## src/rtl/sti_pkg.sv

```systemverilog
// Shared types and helpers for the STI serializer scheduler.
//   state_e  : scheduler FSM states
//   cfg_t    : per-word serializer format {fill, msb, low, length}
//   LEN_*    : length field encodings
//   sti_bits : number of bits shifted for a given length code
package sti_pkg;

  typedef enum logic [2:0] {
    ST_IDLE,
    ST_LOAD,
    ST_SHIFT,
    ST_END,
    ST_DONE
  } state_e;

  typedef struct packed {
    logic       fill;
    logic       msb;
    logic       low;
    logic [1:0] length;
  } cfg_t;

  localparam logic [1:0] LEN_8  = 2'b00;
  localparam logic [1:0] LEN_16 = 2'b01;
  localparam logic [1:0] LEN_24 = 2'b10;
  localparam logic [1:0] LEN_32 = 2'b11;

  // Upper bound on channel count; cur_ch is 3 bits wide.
  localparam int unsigned MAX_NCH = 8;

  // Bits in one transfer: 8 * (length + 1), i.e. 8/16/24/32.
  function automatic logic [5:0] sti_bits(input logic [1:0] length);
    return {({1'b0, length} + 3'd1), 3'b000};
  endfunction

endpackage

```

## src/rtl/sti_sched_if.sv

```systemverilog
// Bundle between the packet sources / serializer side and the scheduler.
//   Requester side : req, data, cfg, last (to scheduler), ack (from scheduler)
//   Serializer side: load, pi_data, pi_fill, pi_msb, pi_low, pi_length, pi_end
//   Status         : busy, cur_ch, done
// Channel k occupies data[k] (= flat bits [16k+15:16k]) and cfg[k]
// (= flat bits [5k+4:5k]).
//   master : drives requests, observes grants/serializer strobes
//   slave  : the scheduler
interface sti_sched_if #(
  parameter int unsigned NCH = 2
);
  import sti_pkg::*;

  logic [NCH-1:0]       req;
  logic [NCH-1:0][15:0] data;
  cfg_t [NCH-1:0]       cfg;
  logic [NCH-1:0]       last;
  logic [NCH-1:0]       ack;

  logic                 load;
  logic [15:0]          pi_data;
  logic                 pi_fill;
  logic                 pi_msb;
  logic                 pi_low;
  logic [1:0]           pi_length;
  logic                 pi_end;

  logic                 busy;
  logic [2:0]           cur_ch;
  logic                 done;

  modport master (
    output req, data, cfg, last,
    input  ack, load, pi_data, pi_fill, pi_msb, pi_low, pi_length, pi_end,
           busy, cur_ch, done
  );

  modport slave (
    input  req, data, cfg, last,
    output ack, load, pi_data, pi_fill, pi_msb, pi_low, pi_length, pi_end,
           busy, cur_ch, done
  );

endinterface

```

## src/rtl/sti_rr_arb.sv

```systemverilog
// Round-robin picker for the STI scheduler.
//   eligible : channels that may be granted this cycle
//   grant_en : commit the current pick; advances the pointer past it
//   grant    : index of the picked channel (valid only when valid=1)
//   valid    : at least one channel is eligible
// The pick is combinational so simultaneous requests resolve in the same
// cycle; only the pointer is registered.
module sti_rr_arb #(
  parameter int unsigned NCH = 2
) (
  input  logic           clk,
  input  logic           rst_n,
  input  logic [NCH-1:0] eligible,
  input  logic           grant_en,
  output logic [2:0]     grant,
  output logic           valid
);

  logic [2:0] ptr;
  logic [2:0] hi_grant;
  logic [2:0] lo_grant;
  logic       hi_valid;
  logic       lo_valid;

  // Two searches: the first eligible channel at or above the pointer, and
  // the first eligible channel overall (used when the first one wraps).
  // NOTE: every output of a combinational block gets a default before any
  // conditional assignment, otherwise the unassigned path infers a latch.
  always_comb begin
    hi_grant = '0;
    hi_valid = 1'b0;
    lo_grant = '0;
    lo_valid = 1'b0;
    for (int j = 0; j < NCH; j++) begin
      if (eligible[j] && !lo_valid) begin
        lo_valid = 1'b1;
        lo_grant = 3'(j);
      end
      if (eligible[j] && !hi_valid && (3'(j) >= ptr)) begin
        hi_valid = 1'b1;
        hi_grant = 3'(j);
      end
    end
  end

  // Any hit above the pointer is also a hit overall.
  assign valid = lo_valid;
  assign grant = hi_valid ? hi_grant : lo_grant;

  // NOTE: sequential state uses non-blocking assignments so every register
  // samples the pre-edge values, independent of block ordering.
  always_ff @(posedge clk) begin
    if (!rst_n) begin
      ptr <= '0;
    end else if (grant_en) begin
      ptr <= (grant == 3'(NCH - 1)) ? 3'd0 : grant + 3'd1;
    end
  end

endmodule

```

## src/rtl/sti_sched.sv

```systemverilog
// Round-robin scheduler sharing one STI parallel-to-serial converter
// between NCH requesters.
//   clk    : system clock, rising edge
//   rst_n  : synchronous active-low reset
//   bus    : requester words/format in, ack out; serializer load, word,
//            format and end-of-stream strobe out; busy/cur_ch/done status
// One word per grant: capture in IDLE, one-cycle LOAD (load + ack), then
// SHIFT for the programmed length. Once every channel has delivered its
// last word, pi_end pulses once and the block parks in DONE until reset.
// The serializer downstream is reset from the inverse of rst_n in the same
// cycle, so both sides leave reset together.
module sti_sched
  import sti_pkg::*;
#(
  parameter int unsigned NCH = 2
) (
  input  logic           clk,
  input  logic           rst_n,
  sti_sched_if.slave     bus
);

  state_e                    state;
  logic [5:0]                cnt;
  logic                      tail;
  logic [NCH-1:0]            ended;
  logic                      last_q;
  logic [2:0]                cur_ch_q;
  logic                      load_q;
  logic [NCH-1:0]            ack_q;
  logic [15:0]               pi_data_q;
  cfg_t                      pi_cfg_q;
  logic                      pi_end_q;
  logic                      done_q;

  logic [MAX_NCH-1:0][15:0]  data_pad;
  cfg_t [MAX_NCH-1:0]        cfg_pad;
  logic [MAX_NCH-1:0]        last_pad;
  logic [NCH-1:0]            grant_onehot;
  logic [NCH-1:0]            cur_onehot;

  logic [NCH-1:0]            eligible;
  logic                      all_ended;
  logic                      grant_en;
  logic [2:0]                grant;
  logic                      grant_valid;

  // Widen the per-channel inputs to MAX_NCH entries so a 3-bit index
  // selects without width mismatch for any NCH.
  always_comb begin
    data_pad = '0;
    cfg_pad  = '0;
    last_pad = '0;
    for (int k = 0; k < NCH; k++) begin
      data_pad[k] = bus.data[k];
      cfg_pad[k]  = bus.cfg[k];
      last_pad[k] = bus.last[k];
    end
  end

  always_comb begin
    grant_onehot = '0;
    cur_onehot   = '0;
    for (int k = 0; k < NCH; k++) begin
      grant_onehot[k] = (grant == 3'(k));
      cur_onehot[k]   = (cur_ch_q == 3'(k));
    end
  end

  // Channels that have delivered their last word drop out of arbitration.
  assign eligible  = bus.req & ~ended;
  assign all_ended = &ended;
  assign grant_en  = (state == ST_IDLE) && !all_ended && grant_valid;

  sti_rr_arb #(
    .NCH (NCH)
  ) u_arb (
    .clk      (clk),
    .rst_n    (rst_n),
    .eligible (eligible),
    .grant_en (grant_en),
    .grant    (grant),
    .valid    (grant_valid)
  );

  // SHIFT walks the counter from N-1 down to 0, then spends one more
  // cycle (tail) while the serializer clocks out the final bit, so the
  // serializer is already idle when the FSM is back in IDLE.
  // NOTE: the pi_* capture registers are reset along with the control
  // state because the serializer inputs must read zero out of reset.
  always_ff @(posedge clk) begin
    if (!rst_n) begin
      state     <= ST_IDLE;
      cnt       <= '0;
      tail      <= 1'b0;
      ended     <= '0;
      last_q    <= 1'b0;
      cur_ch_q  <= '0;
      load_q    <= 1'b0;
      ack_q     <= '0;
      pi_data_q <= '0;
      pi_cfg_q  <= '0;
      pi_end_q  <= 1'b0;
      done_q    <= 1'b0;
    end else begin
      load_q   <= 1'b0;
      ack_q    <= '0;
      pi_end_q <= 1'b0;
      unique case (state)
        ST_IDLE: begin
          if (all_ended) begin
            pi_end_q <= 1'b1;
            state    <= ST_END;
          end else if (grant_valid) begin
            pi_data_q <= data_pad[grant];
            pi_cfg_q  <= cfg_pad[grant];
            last_q    <= last_pad[grant];
            cur_ch_q  <= grant;
            load_q    <= 1'b1;
            ack_q     <= grant_onehot;
            state     <= ST_LOAD;
          end
        end
        ST_LOAD: begin
          cnt   <= sti_bits(pi_cfg_q.length) - 6'd1;
          tail  <= 1'b0;
          state <= ST_SHIFT;
        end
        ST_SHIFT: begin
          if (cnt != 6'd0) begin
            cnt <= cnt - 6'd1;
          end else if (!tail) begin
            tail <= 1'b1;
          end else begin
            tail  <= 1'b0;
            state <= ST_IDLE;
            if (last_q) begin
              ended <= ended | cur_onehot;
            end
          end
        end
        ST_END: begin
          done_q <= 1'b1;
          state  <= ST_DONE;
        end
        ST_DONE: begin
          state <= ST_DONE;
        end
        default: begin
          state <= ST_IDLE;
        end
      endcase
    end
  end

  assign bus.load      = load_q;
  assign bus.ack       = ack_q;
  assign bus.pi_data   = pi_data_q;
  assign bus.pi_fill   = pi_cfg_q.fill;
  assign bus.pi_msb    = pi_cfg_q.msb;
  assign bus.pi_low    = pi_cfg_q.low;
  assign bus.pi_length = pi_cfg_q.length;
  assign bus.pi_end    = pi_end_q;
  assign bus.cur_ch    = cur_ch_q;
  assign bus.done      = done_q;

  // The capturing IDLE cycle counts as busy; no capture happens under reset.
  assign bus.busy = rst_n &&
                    ((state == ST_LOAD) || (state == ST_SHIFT) || grant_en);

  // Grants are one-hot and the serializer word never moves mid-transfer.
  a_ack_onehot : assert property (
    @(posedge clk) disable iff (!rst_n) bus.load |-> $onehot(bus.ack)
  );

  a_pi_stable : assert property (
    @(posedge clk) disable iff (!rst_n)
      (state == ST_SHIFT) |-> $stable({pi_data_q, pi_cfg_q})
  );

endmodule

```

## src/flat_wrapper.sv

```systemverilog
// flat-port wrapper written by rule: the top's interface ports become plain ports
module sti_sched_flat import sti_pkg::*;
#(
  parameter int unsigned NCH = 2
)
  (clk, rst_n, bus_req, bus_data, bus_cfg, bus_last, bus_ack, bus_load, bus_pi_data, bus_pi_fill, bus_pi_msb, bus_pi_low, bus_pi_length, bus_pi_end, bus_busy, bus_cur_ch, bus_done);
  sti_sched_if #(.NCH(NCH)) bus_i ();
  input  logic clk;
  input  logic rst_n;
  input wire logic [$bits(bus_i.req)-1:0] bus_req;
  input wire logic [$bits(bus_i.data)-1:0] bus_data;
  input wire logic [$bits(bus_i.cfg)-1:0] bus_cfg;
  input wire logic [$bits(bus_i.last)-1:0] bus_last;
  output wire logic [$bits(bus_i.ack)-1:0] bus_ack;
  output wire logic [$bits(bus_i.load)-1:0] bus_load;
  output wire logic [$bits(bus_i.pi_data)-1:0] bus_pi_data;
  output wire logic [$bits(bus_i.pi_fill)-1:0] bus_pi_fill;
  output wire logic [$bits(bus_i.pi_msb)-1:0] bus_pi_msb;
  output wire logic [$bits(bus_i.pi_low)-1:0] bus_pi_low;
  output wire logic [$bits(bus_i.pi_length)-1:0] bus_pi_length;
  output wire logic [$bits(bus_i.pi_end)-1:0] bus_pi_end;
  output wire logic [$bits(bus_i.busy)-1:0] bus_busy;
  output wire logic [$bits(bus_i.cur_ch)-1:0] bus_cur_ch;
  output wire logic [$bits(bus_i.done)-1:0] bus_done;
  assign bus_i.req = bus_req;
  assign bus_i.data = bus_data;
  assign bus_i.cfg = bus_cfg;
  assign bus_i.last = bus_last;
  assign bus_ack = bus_i.ack;
  assign bus_load = bus_i.load;
  assign bus_pi_data = bus_i.pi_data;
  assign bus_pi_fill = bus_i.pi_fill;
  assign bus_pi_msb = bus_i.pi_msb;
  assign bus_pi_low = bus_i.pi_low;
  assign bus_pi_length = bus_i.pi_length;
  assign bus_pi_end = bus_i.pi_end;
  assign bus_busy = bus_i.busy;
  assign bus_cur_ch = bus_i.cur_ch;
  assign bus_done = bus_i.done;
  sti_sched #(.NCH(NCH)) u_core (.clk(clk), .rst_n(rst_n), .bus(bus_i));
endmodule
```

## config.mk

```make
export PLATFORM = sky130hd
export DESIGN_NAME = sti_sched_flat
export DESIGN_NICKNAME = d
export VERILOG_FILES = /design/src/rtl/sti_pkg.sv /design/src/rtl/sti_sched_if.sv /design/src/rtl/sti_rr_arb.sv /design/src/rtl/sti_sched.sv /design/src/flat_wrapper.sv
export SDC_FILE = /design/constraint.sdc
export NUM_CORES = 1
export LEC_CHECK = 0
export CORE_ASPECT_RATIO = 1.5
export CORE_MARGIN = 2
export CORE_UTILIZATION = 44
export DETAILED_ROUTE_END_ITERATION = 6
export GPL_TIMING_DRIVEN = 0
export HOLD_SLACK_MARGIN = 0.06
export MAX_ROUTING_LAYER = met4
export PLACE_DENSITY = 0.8
export SYNTH_ARGS = -nofsm -noshare
export SYNTH_HDL_FRONTEND = slang
export SYNTH_HIERARCHICAL = 1
export SYNTH_SLANG_ARGS = --single-unit
```

## constraint.sdc

```tcl
create_clock -name clk -period 2.4 [get_ports clk]
set_input_delay 0.48 -clock clk [delete_from_list [all_inputs] [get_ports clk]]
set_output_delay 0.48 -clock clk [all_outputs]
set_load 0.02 [all_outputs]
```

; ---- After elaboration in Yosys (flattened, before gate mapping)
; Cells that the tools add are included.
[totals]
regBits = 45
inputBits = 48
output_inout_bits = 30
word_cells = 94
[classes]
n_addsub = 4
n_lt_le_gt_ge = 3
eq_ne = 10
mux = 26
n_bitwise = 8
reduce_logical = 27
[ops]
columns = cell, n
row1 = 16-bit binary-select mux with 3-bit select, 1
row2 = 3-bit 2-to-1 mux, 6
row3 = 16-bit 2-to-1 mux, 1
row4 = 5-bit binary-select mux with 3-bit select, 1
row5 = 3-bit one-hot mux with 4 select lines, 1
row6 = 6-bit one-hot mux with 2 select lines, 1
row7 = 6-bit by 1-bit subtractor with 6-bit output (second input constant), 2
row8 = 1-bit 2-to-1 mux, 11
row9 = 3-bit by 1-bit equality test with 1-bit output (second input constant), 3
row10 = 3-bit zero test, 3
row11 = 2-bit AND reduction, 4
row12 = 1-bit logical AND, 7
row13 = 3-bit by 2-bit equality test with 1-bit output (second input constant), 2
row14 = 1-bit by 3-bit greater-or-equal comparator with 1-bit output (first input constant), 2
row15 = 6-bit 2-to-1 mux, 1
row16 = 3-bit AND reduction, 2
row17 = 6-bit nonzero test, 1
row18 = 5-bit 2-to-1 mux, 1
row19 = 1-bit inverter, 5
row20 = 3-bit by 4-bit < comparator with 1-bit output (second input constant), 1
row21 = 2-bit by 1-bit != test with 1-bit output (second input constant), 2
row22 = 4-bit AND reduction, 1
row23 = 4-bit OR reduction, 1
row24 = 2-bit by 1-bit adder with 3-bit output (second input constant), 1
row25 = other kinds (14), 17

; ---- Longest topological paths before layout
; Gate-level depths: netlist (run 1).
[logic_depth]
ltp_word = 11
ltp_mapped = 8
mapped_depth_nobuf = 6

; ---- Hierarchy
; The synthesis (run 1) kept the hierarchy.
[modules_own_cells]
columns = mod, instances, cells_per_inst, area_per_inst_um2, seq_area_each_um2
row1 = sti_sched, 1, 229, 1939.4, 840.8
row2 = sti_rr_arb, 1, 9, 77.6, 20.0

; ---- Worst setup path after synthesis (run 1)
; OpenSTA, ideal clock, no wires.
[synth_timing]
kind = input to output
from = input bus_req[0]
to = output bus_busy
t_arrival_ns = 1.680
setup_slack_ns = 0.240
path_stages = 5
n_path_buf = 1
cell_sequence = nor2b_1 -> or2_1 -> nand3_1 -> clkbuf_1 -> a21oi_1
[synth_via]
elab_chain_len = 8
[synth_rtl]
columns = element, line_no
row1 = "start, declared", flat_wrapper.sv:10  ; input wire logic [$bits(bus_i.req)-1:0] bus_req;
row2 = 2-bit bitwise AND (*), sti_sched.sv:70  ; assign eligible = bus.req & ~ended;
row3 = 1-bit 2-to-1 mux (*), sti_rr_arb.sv:35  ; if (eligible[j] && !lo_valid) begin
row4 = 1-bit zero test, sti_rr_arb.sv:35
row5 = 1-bit logical AND, sti_rr_arb.sv:35
row6 = 1-bit 2-to-1 mux (*), sti_rr_arb.sv:35
row7 = named net u_core.grant_valid, sti_sched.sv:45  ; logic grant_valid;
row8 = 1-bit logical AND (*), sti_sched.sv:72  ; assign grant_en = (state == ST_IDLE) && !all_ended && grant_valid;
row9 = 1-bit logical OR (*), sti_sched.sv:168  ; ((state == ST_LOAD) || (state == ST_SHIFT) || grant_en);
row10 = 1-bit logical AND (*), sti_sched.sv:167  ; assign bus.busy = rst_n &&
row11 = "end, declared", flat_wrapper.sv:22  ; output wire logic [$bits(bus_i.busy)-1:0] bus_busy;
; Mark *: on every way through the listed nets, which the timed path passes. The rest lies on a longest branch.

; ---- Worst setup path in the final report (run 1)
[layout_timing]
from = input bus_req[0]
to = output bus_busy
[layout_via]
elab_chain_len = 8
[layout_rtl]
columns = element, line_no
row1 = 2-bit bitwise AND (*), sti_sched.sv:70
row2 = named net u_core.eligible[0], sti_sched.sv:41  ; logic [NCH-1:0] eligible;
row3 = 1-bit 2-to-1 mux (*), sti_rr_arb.sv:35
row4 = 1-bit zero test, sti_rr_arb.sv:35
row5 = 1-bit logical AND, sti_rr_arb.sv:35
row6 = 1-bit 2-to-1 mux (*), sti_rr_arb.sv:35
row7 = named net u_core.grant_valid, sti_sched.sv:45
row8 = 1-bit logical AND (*), sti_sched.sv:72
row9 = 1-bit logical OR (*), sti_sched.sv:168
row10 = 1-bit logical AND (*), sti_sched.sv:167
; Marked as above.

==> impl_metrics.env, run 1 <==
export IMPL_die_area_um2=5150
export IMPL_leakage_nw=1.09
export IMPL_pwr_share_clk=0.306
export IMPL_clk_latency_ns=0.29
export IMPL_cp_required_ns=1.92
export IMPL_drt_total_wl_mm=5.26
export IMPL_synth_cell_type_count=39
export IMPL_cts_tree="done"
export IMPL_drt_iter0_markers=53
export IMPL_synth_xor_area_share=0.00434
export IMPL_vias_per_cell=5.39
export IMPL_path_max_fanout=19
export IMPL_cts_setup_buffers=0
export IMPL_crit_type="input pin to output port"
export IMPL_crit_slowest_cell="clkdlybuf4s50_1"
export IMPL_finClkSkew_ns=0.0100
export IMPL_power_density_nw_per_um2=632
export IMPL_clockRootBuffer="clkbuf_8"
export IMPL_synth_top_family_by_area="simple AND/OR/NAND/NOR gates"
export IMPL_period_share=0.953
export IMPL_post_place_ws_ns=-0.876
export IMPL_synth_area_leaders="dfxtp_1 (43%), mux2_2 (13%), a21oi_1 (8.7%)"
export IMPL_critPathLaunchType="input pin"
export IMPL_outcome="complete, no violations"
export IMPL_die_w_um=59.3
export IMPL_dieHeight_um=86.9
export IMPL_crit_arrival_ns=1.81
export IMPL_tns_ns=0
export IMPL_port_buffers=77
export IMPL_drc=0
export IMPL_cpPeakStageDelay_ns=0.46
export IMPL_cp_top_family="buffers and inverters"
export IMPL_vias=1993
export IMPL_layout_commonest_cell="clkdlybuf4s50_1"
export IMPL_cts_buffers=5
export IMPL_grtUsageTotal=0.228
export IMPL_slew_viol_final=0
export IMPL_combPwrFrac=0.270
export IMPL_grt_pass1_vias=2038
export IMPL_fin_nets=370
export IMPL_synthMuxAreaShare=0.139
export IMPL_synth_top_area_cell="dfxtp_1"
export IMPL_ir_drop_mv=0.401
export IMPL_hp_class="flip-flop to flip-flop"
export IMPL_areaGrowthSynthToFinish_pct=48.0
export IMPL_netSwitchingFraction=0.284
export IMPL_synth_seq_cells=43
export IMPL_maxCapViolCount=0
export IMPL_cp_end_kind="output port"
export IMPL_wl_per_cell_um=14.2
export IMPL_syn_area_um2=2020
export IMPL_place_hpwl_mm=3.95
export IMPL_multiInputGateArea_um2=1080
export IMPL_synth_top_cell_area_share=0.427
export IMPL_fin_crit_ns=2.29
export IMPL_utilization=0.668
export IMPL_reg2reg_slack_ns=0.37
export IMPL_synth_cells=238
export IMPL_post_synth_and_or_nand_nor_area_fraction=0.234
export IMPL_first_pass_iters=4
export IMPL_internal_power_mw=1.35
export IMPL_gp_congestion=0.889
export IMPL_overflow=0
export IMPL_synth_compound_area_frac=0.135
export IMPL_initial_core_util=0.452
export IMPL_avgSynthCellArea_um2=8.47
export IMPL_hold_viol_final=0
export IMPL_stdcell_count=370
export IMPL_antenna_found_initial=0
export IMPL_fillers=380
export IMPL_grt_max_degree=14
export IMPL_setup_slack_ns=0.114
export IMPL_yosys_warnings=6
export IMPL_clockBufferDepth=2
export IMPL_placed_cells_incl_taps=364
export IMPL_rows=30
export IMPL_core_um2=4470
export IMPL_grt_pass1_wl_mm=8.96
export IMPL_synthAdderAreaFrac=0.00620
export IMPL_power_switching_mw=0.536
export IMPL_path_buf_inv=2
export IMPL_clk_pin_slew_worst_paths_ns=0.07
export IMPL_seq_area_um2=861
export IMPL_clkSinkCount=43
export IMPL_ant_nets=0
export IMPL_final_setup_viol_count=0
export IMPL_drive_gt1_frac=0.165
export IMPL_diodes=0
export IMPL_htreeDepth=2
export IMPL_fmax_mhz=437
export IMPL_final_cell_mix="clkdlybuf4s50_1 (75), dfxtp_1 (43), a21oi_1 (35), nand2_1 (34), nand3_1 (25)"
export IMPL_crit_chain="clkdlybuf4s50_1 -> nor2b_4 -> or2_4 -> nand3_4 -> a21oi_1 -> buf_4"
export IMPL_ys_seq_area_frac=0.427
export IMPL_seq_power_share=0.424
export IMPL_rsz0062_at_grt="no"
export IMPL_design_portCount=78
area by class of cell:
class	instances	share of cell area
multi-input cells	172	0.362
flip-flops and latches	43	0.288
repair buffers	77	0.257
clock buffers	6	0.0277
plain buffers	14	0.0231
well taps	48	0.0201
clock inverters	2	0.0117
inverters	8	0.0105
final timing paths:
check	start	end	cells past startpoint
max	bus_req[0]	bus_busy	6
min	u_core/bus.pi_data[1]	u_core/bus.pi_data[1]	2
max reg2reg	u_core/ended[0]	u_core/bus.pi_fill	8
min reg2reg	u_core/bus.pi_data[1]	u_core/bus.pi_data[1]	2
cells by family after synthesis:
family,Yosys count
AOI/OAI and AO/OA,49
buffers and inverters,24
adders and majority gates,1
xor gates and xnor gates,1
and+or+nand+nor,94
DFF,43
other,1
muxes,25
synthesized netlist by cell type, drive strengths merged:
| cell | count |
|---|---|
| nand4 | 1 |
| ha | 1 |
| nand2b | 2 |
| a21oi | 36 |
| buf | 6 |
| xor2 | 1 |
| o211ai | 2 |
| dfxtp | 43 |
| nor3 | 2 |
| nor2 | 12 |
| clkinv | 2 |
| o21ai | 5 |
| conb | 1 |
| inv | 6 |
| mux2i | 1 |
| or4 | 1 |
| nand2 | 34 |
| clkbuf | 10 |
| o211a | 1 |
| a31oi | 1 |
| or3b | 1 |
| nand3 | 26 |
| nor4b | 2 |
| mux2 | 24 |
| or2 | 1 |
| or4b | 1 |
| nor2b | 2 |
| a211oi | 2 |
| and2 | 2 |
| o311ai | 2 |
| nor4 | 1 |
| and3 | 2 |
| nand3b | 1 |
| nor3b | 1 |
| or3 | 2 |
metrics by stage:
stage | hold WS (ns) | instance area, um2 | power, mW
after floorplan | 0.427 | 2020 | 1.11
after global placement | 0.438 | 2850 | 1.30
after detailed placement | 0.448 | 2850 | 1.31
after CTS | 0.460 | 3000 | 1.90
after global routing | 0.475 | 2990 | 1.98
final | 0.457 | 2990 | 1.89
worst reg2reg max path: stages (launching register included):
cell and delay, ns:
dfxtp_1 0.46, nor2b_4 0.08, nand2b_4 0.07, and2_2 0.12, buf_2 0.19, clkbuf_1 0.42, mux2_2 0.40, nand3_1 0.09
a21oi_1 0.07
registers in the layout (all words and copies together), names as in the netlist:
| signal | cells |
|---|---|
| u_core/bus.pi_fill | 1 |
| u_core/bus.load | 1 |
| u_core/cnt | 6 |
| u_core/bus.ack | 2 |
| u_core/u_arb/ptr | 1 |
| u_core/bus.done | 1 |
| u_core/bus.pi_length | 2 |
| u_core/bus.cur_ch | 3 |
| u_core/ended | 2 |
| u_core/state | 3 |
| u_core/tail | 1 |
| u_core/bus.pi_end | 1 |
| u_core/bus.pi_msb | 1 |
| u_core/bus.pi_data | 16 |
| u_core/bus.pi_low | 1 |
| u_core/last_q | 1 |
power groups by stage:
stage	sequential [mW]	combinational, mW	clock (mW)
3_3_place_gp	0.812	0.492	0
4_1_cts	0.799	0.516	0.586
2_1_floorplan	0.836	0.279	0
3_5_place_dp	0.815	0.499	0
5_1_grt	0.805	0.558	0.620
6_report	0.799	0.510	0.577
layer usage:
| layer | up-vias | track usage | part of all wire |
|---|---|---|---|
| met2 | 60 | 0.386 | 0.54 |
| met3 | 11 | 0.0371 | 0.037 |
| met1 | 930 | 0.261 | 0.40 |
| met4 | 0 | 0.0930 | 0.023 |
| li1 | 992 | - | - |
| met5 | - | - | 0 |
what timing repair did:
| action | in CTS | in global routing |
|---|---|---|
| endpoints found under the setup margin | 1 | 10 |
| gates resized for setup | 16 | 2 |
| hold buffers | 0 | 0 |
No activity file was read; power rests on OpenSTA's default activity.
==> run 2: changes to the inputs <==
--- a/config.mk
+++ b/config.mk
@@ -6,7 +6,6 @@
 export NUM_CORES = 1
 export LEC_CHECK = 0
 export CORE_ASPECT_RATIO = 1.5
-export CORE_MARGIN = 2
 export CORE_UTILIZATION = 44
 export DETAILED_ROUTE_END_ITERATION = 6
 export GPL_TIMING_DRIVEN = 0
==> run 2 against run 1 <==
Net effect: the flow now finishes with violations (design-rule violations); sequential cell count stayed put; first-iteration DRC count is 53% higher; global-route usage rose by 1.3 points; sequential share of layout area fell by 0.060 points; hold slack got worse by 0.0038 ns; register-to-register slack better by 0.15 ns; critical endpoint unchanged; largest cell class unchanged; largest power group unchanged; highest routed layer unchanged.
==> impl_metrics.env, run 2 (synthesized netlist as in run 1, its figures left out) <==
export IMPL_outcome="finished with violations"
export IMPL_violations="design-rule violations"
export IMPL_areaGrowthSynthToFinish_pct=48.3
export IMPL_cp_end_kind="output port"
export IMPL_core_um2=4320
export IMPL_clk_latency_ns=0.29
export IMPL_hold_viol_final=0
export IMPL_stdcell_count=369
export IMPL_power_density_nw_per_um2=622
export IMPL_rows=29
export IMPL_cts_tree="done"
export IMPL_antenna_found_initial=0
export IMPL_clkSinkCount=43
export IMPL_period_share=0.950
export IMPL_fin_nets=372
export IMPL_layout_commonest_cell="clkdlybuf4s50_1"
export IMPL_first_pass_iters=6
export IMPL_finalInstanceArea_um2=2990
export IMPL_crit_arrival_ns=1.80
export IMPL_ir_drop_mv=0.406
export IMPL_relSlewSlack=0.656
export IMPL_wl_per_cell_um=14.2
export IMPL_dieHeight_um=84.9
export IMPL_drt_iter0_markers=81
export IMPL_worst_slew_pin_slew_ns=0.515
export IMPL_die_w_um=57.3
export IMPL_cts_buffers=5
export IMPL_grtUsageTotal=0.241
export IMPL_clockRootBuffer="clkbuf_8"
export IMPL_overflow=0
export IMPL_port_buffers=77
export IMPL_utilization=0.693
export IMPL_drc=2
export IMPL_design_portCount=78
export IMPL_die_area_um2=4860
export IMPL_drt_total_wl_mm=5.24
export IMPL_place_hpwl_mm=3.91
export IMPL_hp_class="flip-flop to flip-flop"
export IMPL_cp_required_ns=1.92
export IMPL_vias=2011
export IMPL_drive_gt1_frac=0.167
export IMPL_grt_pass1_vias=2056
export IMPL_maxCapViolCount=0
export IMPL_grt_max_degree=13
export IMPL_finClkSkew_ns=0.00605
export IMPL_fin_crit_ns=2.28
export IMPL_diodes=0
export IMPL_vias_per_cell=5.45
export IMPL_rsz0062_at_grt="no"
export IMPL_path_max_fanout=10
export IMPL_largest_register_ffs=16
export IMPL_critPathLaunchType="input pin"
export IMPL_gp_congestion=0.829
export IMPL_leakage_nw=1.10
export IMPL_slew_viol_final=0
export IMPL_hold_buffers=0
export IMPL_crit_type="input pin to output port"
export IMPL_grt_pass1_wl_mm=8.90
export IMPL_fillers=346
export IMPL_fmax_mhz=438
export IMPL_place_area_um2=2850
export IMPL_htreeDepth=2
export IMPL_final_cell_mix="clkdlybuf4s50_1 (75), dfxtp_1 (43), a21oi_1 (35), nand2_1 (34), nand3_1 (25)"
export IMPL_clockBufferDepth=2
export IMPL_clk_pin_slew_worst_paths_ns=0.07
export IMPL_placed_cells_incl_taps=362
export IMPL_initial_core_util=0.467
export IMPL_ant_nets=0
export IMPL_final_setup_viol_count=0
run 2: metal layers:
layer	global-route usage	vias up	routed length, um
met4	0.106	0	170
li1	-	995	-
met1	0.249	931	1960
met5	-	-	0
met3	0.0579	16	313
met2	0.425	69	2800
run 2: worst paths after layout:
path	from	endpoint	slack, ns	depth (start not counted)
max	bus_req[0]	bus_busy	0.12	7
min reg2reg	u_core/bus.pi_data[3]	u_core/bus.pi_data[3]	0.45	2
min	u_core/bus.pi_data[3]	u_core/bus.pi_data[3]	0.45	2
max reg2reg	u_core/ended[0]	u_core/bus.pi_data[2]	0.52	8
run 2: metrics by stage:
| stage | hold slack (ns) | setup TNS [ns] | power, mW | setup slack, ns |
|---|---|---|---|---|
| 6_report | 0.453 | 0 | 1.86 | 0.119 |
| 5_1_grt | 0.479 | 0 | 1.96 | 0.0231 |
| 4_1_cts | 0.453 | 0 | 1.87 | 0.0165 |
| 3_5_place_dp | 0.445 | -4.84 | 1.31 | -0.894 |
| 3_3_place_gp | 0.437 | -4.58 | 1.30 | -0.866 |
| 2_1_floorplan | 0.427 | 0 | 1.11 | 0.240 |
run 2: repair_timing:
| item | in CTS | in global routing |
|---|---|---|
| gates resized for setup | 16 | 5 |
| hold endpoints to repair | 0 | 0 |
| endpoints found under the setup margin | 1 | 13 |
| buffers inserted | 0 | 1 |
run 2: where the power goes:
part | internal [mW] | switching (mW)
clock | 0.305 | 0.235
sequential | 0.760 | 0.0392
combinational | 0.266 | 0.255
run 2: area by class of cell:
type / instances / area [um2] / area share
multi-input combinational: 172 / 1080 / 0.361
sequential: 43 / 861 / 0.288
timing repair buffer: 78 / 774 / 0.259
buffer: 15 / 85.1 / 0.0284
clock buffer: 6 / 72.6 / 0.0243
tap: 46 / 57.6 / 0.0192
inverter: 8 / 31.3 / 0.0105
clock inverter: 1 / 30.0 / 0.0100
run 2: critical path, cell delays in order:
cell and delay, ns:
clkdlybuf4s50_1 0.47, nor2b_4 0.17, or2_4 0.15, nand3_4 0.09, buf_8 0.17, a21oi_1 0.12
buf_4 0.16
